===== config.mk =====
export PLATFORM = sky130hd
export DESIGN_NAME = acc4_sequencer
export DESIGN_NICKNAME = d
export VERILOG_FILES = /design/src/rtl/acc4_pkg.sv /design/src/rtl/acc4_flags.sv /design/src/rtl/acc4_sequencer.sv
export SDC_FILE = /design/constraint.sdc
export NUM_CORES = 1
export LEC_CHECK = 0
export CAP_MARGIN = 40
export CORE_AREA = 8 8 52 54
export CTS_CLUSTER_SIZE = 20
export DETAILED_ROUTE_END_ITERATION = 8
export DIE_AREA = 0 0 60 62
export GPL_ROUTABILITY_DRIVEN = 0
export PLACE_DENSITY = 0.88
export SLEW_MARGIN = 25
export SYNTH_ARGS = -nofsm -noshare
export SYNTH_HDL_FRONTEND = slang
export SYNTH_SLANG_ARGS = --single-unit

===== constraint.sdc =====
create_clock -name clk -period 4.76 [get_ports clk]
set_input_delay 0.952 -clock clk [delete_from_list [all_inputs] [get_ports clk]]
set_output_delay 0.952 -clock clk [all_outputs]
set_load 0.02 [all_outputs]

===== src/rtl/acc4_pkg.sv =====
// Shared encodings and widths for the 4-bit accumulator sequencer.
package acc4_pkg;

    localparam int W = 4;

    typedef enum logic [1:0] {
        OP_LOAD  = 2'b00,
        OP_ADD   = 2'b01,
        OP_SUB   = 2'b10,
        OP_CLEAR = 2'b11
    } op_t;

    typedef enum logic [1:0] {
        ST_IDLE = 2'd0,
        ST_EXEC = 2'd1,
        ST_RESP = 2'd2
    } state_t;

endpackage


===== src/rtl/acc4_flags.sv =====
// Next accumulator and status-flag values for the op being executed.
module acc4_flags
    import acc4_pkg::*;
(
    input  op_t          op,
    input  logic [W-1:0] operand,
    input  logic [W-1:0] acc,
    input  logic [W-1:0] add_s,
    input  logic         add_co,
    output logic [W-1:0] acc_nxt,
    output logic         c_nxt,
    output logic         v_nxt,
    output logic         z_nxt,
    output logic         n_nxt
);

    logic [W-1:0] b_eff;

    // The adder result is only meaningful for ADD/SUB; LOAD/CLEAR ignore it.
    always_comb begin
        acc_nxt = '0;
        c_nxt   = 1'b0;
        v_nxt   = 1'b0;
        b_eff   = operand ^ {W{op == OP_SUB}};
        case (op)
            OP_LOAD: acc_nxt = operand;
            OP_ADD, OP_SUB: begin
                acc_nxt = add_s;
                c_nxt   = add_co;
                v_nxt   = (acc[W-1] == b_eff[W-1]) && (add_s[W-1] != acc[W-1]);
            end
            default: acc_nxt = '0;
        endcase
        z_nxt = (acc_nxt == '0);
        n_nxt = acc_nxt[W-1];
    end

endmodule


===== src/rtl/acc4_sequencer.sv =====
// Handshaked sequencer around an external 4-bit adder-subtractor.
//
// state   | meaning
// --------+------------------------------------------------------------
// ST_IDLE | ready for a request; op/operand latched on handshake
// ST_EXEC | adder driven from registers; result captured at cycle end
// ST_RESP | result and flags presented until res_ready
module acc4_sequencer
    import acc4_pkg::*;
(
    input  logic         clk,
    input  logic         rst_n,
    input  logic         in_valid,
    output logic         in_ready,
    input  logic [1:0]   in_op,
    input  logic [W-1:0] in_data,
    output logic [W-1:0] add_a,
    output logic [W-1:0] add_b,
    output logic         add_sel,
    input  logic [W-1:0] add_s,
    input  logic         add_co,
    output logic         res_valid,
    input  logic         res_ready,
    output logic [W-1:0] acc,
    output logic         flag_z,
    output logic         flag_n,
    output logic         flag_c,
    output logic         flag_v,
    output logic         ov_sticky
);

    state_t       state, state_nxt;
    op_t          op_q;
    logic [W-1:0] data_q;
    logic [W-1:0] acc_nxt;
    logic         c_nxt, v_nxt, z_nxt, n_nxt;

    assign in_ready  = (state == ST_IDLE);
    assign res_valid = (state == ST_RESP);
    assign add_a     = acc;
    assign add_b     = data_q;
    assign add_sel   = (op_q == OP_SUB);

    acc4_flags u_flags (
        .op      (op_q),
        .operand (data_q),
        .acc     (acc),
        .add_s   (add_s),
        .add_co  (add_co),
        .acc_nxt (acc_nxt),
        .c_nxt   (c_nxt),
        .v_nxt   (v_nxt),
        .z_nxt   (z_nxt),
        .n_nxt   (n_nxt)
    );

    // State register.
    always_ff @(posedge clk or negedge rst_n) begin
        if (!rst_n) state <= ST_IDLE;
        else        state <= state_nxt;
    end

    // Next state: EXEC always lasts one cycle, RESP waits for the consumer.
    always_comb begin
        state_nxt = state;
        case (state)
            ST_IDLE: if (in_valid) state_nxt = ST_EXEC;
            ST_EXEC: state_nxt = ST_RESP;
            ST_RESP: if (res_ready) state_nxt = ST_IDLE;
            default: state_nxt = ST_IDLE;
        endcase
    end

    // Request latch, and accumulator/flag update at the end of EXEC.
    always_ff @(posedge clk or negedge rst_n) begin
        if (!rst_n) begin
            op_q      <= OP_LOAD;
            data_q    <= '0;
            acc       <= '0;
            flag_z    <= 1'b0;
            flag_n    <= 1'b0;
            flag_c    <= 1'b0;
            flag_v    <= 1'b0;
            ov_sticky <= 1'b0;
        end else if (state == ST_IDLE && in_valid) begin
            op_q   <= op_t'(in_op);
            data_q <= in_data;
        end else if (state == ST_EXEC) begin
            acc       <= acc_nxt;
            flag_z    <= z_nxt;
            flag_n    <= n_nxt;
            flag_c    <= c_nxt;
            flag_v    <= v_nxt;
            ov_sticky <= (op_q == OP_CLEAR) ? 1'b0 : (ov_sticky | v_nxt);
        end
    end

endmodule


==> flow_summary.yaml <==
yosys:
  synth_cells: 77
  netlist_area_um2: 783
  synth.most_common_cell: "nand2_1"
  synth_top_cell_by_area: "dfrtp_1"
  synth_area_leaders: "dfrtp_1 (51%), nand2_1 (8.1%), ha_1 (6.4%)"
  yosysWarnings: 0
  synth-edff-count: 0
  syn_area_per_cell_um2: 10.2
  synth.net_count: 96
  ys.flop_type: "dfrtp_1"
  ys_seq_area_share_pct: 51.1
  synth_seq_cells: 16
  synthArstFlopShare_pct: 100
  netlist-cell-type-count: 23
  yosysTopAreaCellShare_pct: 51.1
  synthTopCellsByCount: "nand2_1 (17), dfrtp_1 (16), buf_4 (5), nor2_1 (5)"
global_route:
  grt_overflow: 0
  grt_usage_pct: 10.7
  grt_pass1_vias: 701
  grt_first_pass_wirelength_um: 2950
  grt_max_degree: 17
  antenna_found_initial: 0
hold_path:
  min_from: "flag_c"
  hp-class: "reg2reg"
  holdPathStages: 2
  hold_end: "flag_c"
routing:
  dr.pass1.iters: 4
  drt_iter0_drc: 8
  ant_nets: 0
  wl_per_cell_um: 13.4
  avgViaCountPerCell: 4.67
  routed_wl_um: 1810
  drc: 0
  via_count: 630
critical_path:
  r2r_start: "op_q[0]"
  cp_max_fo: 3
  cp-start-kind: "flip-flop"
  worst_ep_arrival_time_ns: 1.61
  cp.required_ns: 3.81
  crit_chain: "inv_1 -> ha_1 -> clkdlybuf4s50_1"
  reg2regPathDepth: 6
  ff2ff_setup_slack_ns: 2.95
  max_stage_delay_ns: 0.61
  crit_type: "reg2out"
  reg2reg_to: "flag_z"
  crit_slowest_cell: "clkdlybuf4s50_1"
  end_kind: "primary output"
flow_run:
  cap_viol_max_count: 0
floorplanning:
  die_y_um: 62
  num_io_pins: 35
  die_w_um: 60
  fp.dieArea_um2: 3720
  rows: 16
  initial_core_util_pct: 41.2
  core_um2: 1900
timing:
  max_slew_margin_pct: 72.3
  rsz0062_at_grt: "false"
  slew_viol_final: 0
  fin_crit_ns: 2.57
  clock_skew_ns: 0.00831
  fmax_mhz: 390
  worst_pin_slew_ns: 0.415
  setup_violations: 0
  fin_setup_tns_ns: 0
  hold_viol: 0
  layout_worst_path_cycle_share_pct: 53.9
placed_design:
  numPortBuffers: 34
  dpl.hpwl_um: 1520
  dpl.cell_count: 131
clocking:
  htreeDepth: 1
  cts.sinks: 16
  cts_buffer_depth: 2
  cts-buffers-inserted: 3
  post_cts_buffers: 0
  cts_tree: "yes"
  clock_latency_ns: 0.28
  ctsResizeCount: 0
  clk_pin_slew_ns: 0.09
  postCtsHoldBufs: 0
  clockRootBuffer: "clkbuf_4"
finish:
  fillerInstances: 160
  diodes: 0
  final_net_count: 129
  drive_above_1_share_pct: 9.26
  fin_cells: 135
  areaGrowthSynthToFinish_pct: 46.2
  fin_util_pct: 60.2
power:
  peakVddDrop_mv: 0.260
  power_density_nw_per_um2: 676
  p_leak_uw: 0.000528
status:
  outcome: "completed"
-- placed cells by master, fill, tap and decap left out --
| master | synthesis | layout |
|---|---|---|
| o21ai_1 | 1 | 1 |
| a22oi_2 | 1 | 1 |
| mux2i_1 | 1 | 1 |
| buf_6 | 0 | 1 |
| nor2_1 | 5 | 5 |
| nand2_1 | 17 | 17 |
| mux2_2 | 4 | 4 |
| or4_1 | 1 | 1 |
| a22oi_1 | 3 | 3 |
| clkbuf_4 | 0 | 3 |
| o21ai_0 | 3 | 3 |
| xnor2_1 | 1 | 1 |
| clkdlybuf4s50_1 | 0 | 34 |
| ha_1 | 4 | 4 |
| dfrtp_1 | 16 | 16 |
| nand2b_1 | 4 | 4 |
| a2bb2oi_1 | 1 | 1 |
| nand3_1 | 1 | 1 |
| a21o_1 | 1 | 1 |
| nor2b_1 | 1 | 1 |
| inv_1 | 3 | 3 |
| and2_1 | 1 | 1 |
| and3_2 | 1 | 1 |
-- sequential cells by signal (all words and copies together), names as in the netlist --
signal	flops
op_q	2
add_b	4
state	2
ov_sticky	1
flag_c	1
acc	4
flag_z	1
flag_v	1
-- critical path: cells and delay by family, from the launching register on --
family / cells / cell delay, ns
adders and majority gates: 1 / 0.20
buffers and inverters: 2 / 0.72
DFF: 1 / 0.41
-- cell type report --
class | instances | area, um^2 | share of cell area, %
multi-input cells | 51 | 325 | 28.4
repair buffers | 35 | 352 | 30.7
well taps | 27 | 33.8 | 2.95
inverters | 3 | 11.3 | 0.984
flip-flops and latches | 16 | 400 | 35.0
clock buffers | 3 | 22.5 | 1.97
-- worst max-delay path by stage --
stage                   from       to  slack, ns  cells after the start
global route         op_q[0]  add_sel       2.11                      3
detailed placement  add_s[3]   flag_z       2.37                      5
finish               op_q[0]  add_sel       2.19                      3
global placement    add_s[3]   flag_z       2.42                      5
floorplan           add_s[3]   flag_z       2.91                      4
CTS                  op_q[0]  add_sel       2.18                      3
-- metrics by stage --
step / instance area (um^2) / hold WS, ns / setup WS [ns] / total power (uW)
5_1_grt: 1140 / 0.492 / 2.11 / 831
4_1_cts: 1130 / 0.474 / 2.18 / 784
2_1_floorplan: 783 / 0.566 / 2.91 / 536
3_3_place_gp: 1110 / 0.454 / 2.42 / 702
6_report: 1140 / 0.467 / 2.19 / 774
3_5_place_dp: 1110 / 0.455 / 2.37 / 714
-- cell families after synthesis --
logic type      Yosys count  synth area share [%]
xor+xnor                  1                  1.12
fa+ha+maj                 4                  6.39
mux                       5                  7.03
buf+inv                  10                  7.35
flops                    16                  51.1
simple gates             31                  17.9
compound gates           10                  9.10
-- routing by layer --
layer	track usage (%)	routed length, um	vias to the layer above	part of all wire [%]
met3	3.09	163	4	9.0
met5	0	0	-	0
met1	8.93	671	288	37
met4	9.52	40	0	2.2
met2	20.2	938	27	52
li1	-	-	311	-
-- power breakdown --
group | switching (uW) | total [uW] | leakage (uW) | internal (uW)
clock | 39.8 | 69.1 | 0.0000138 | 29.3
combinational | 236 | 462 | 0.000314 | 226
sequential | 48.1 | 243 | 0.000200 | 195
Power figures use the tool's default switching activity.
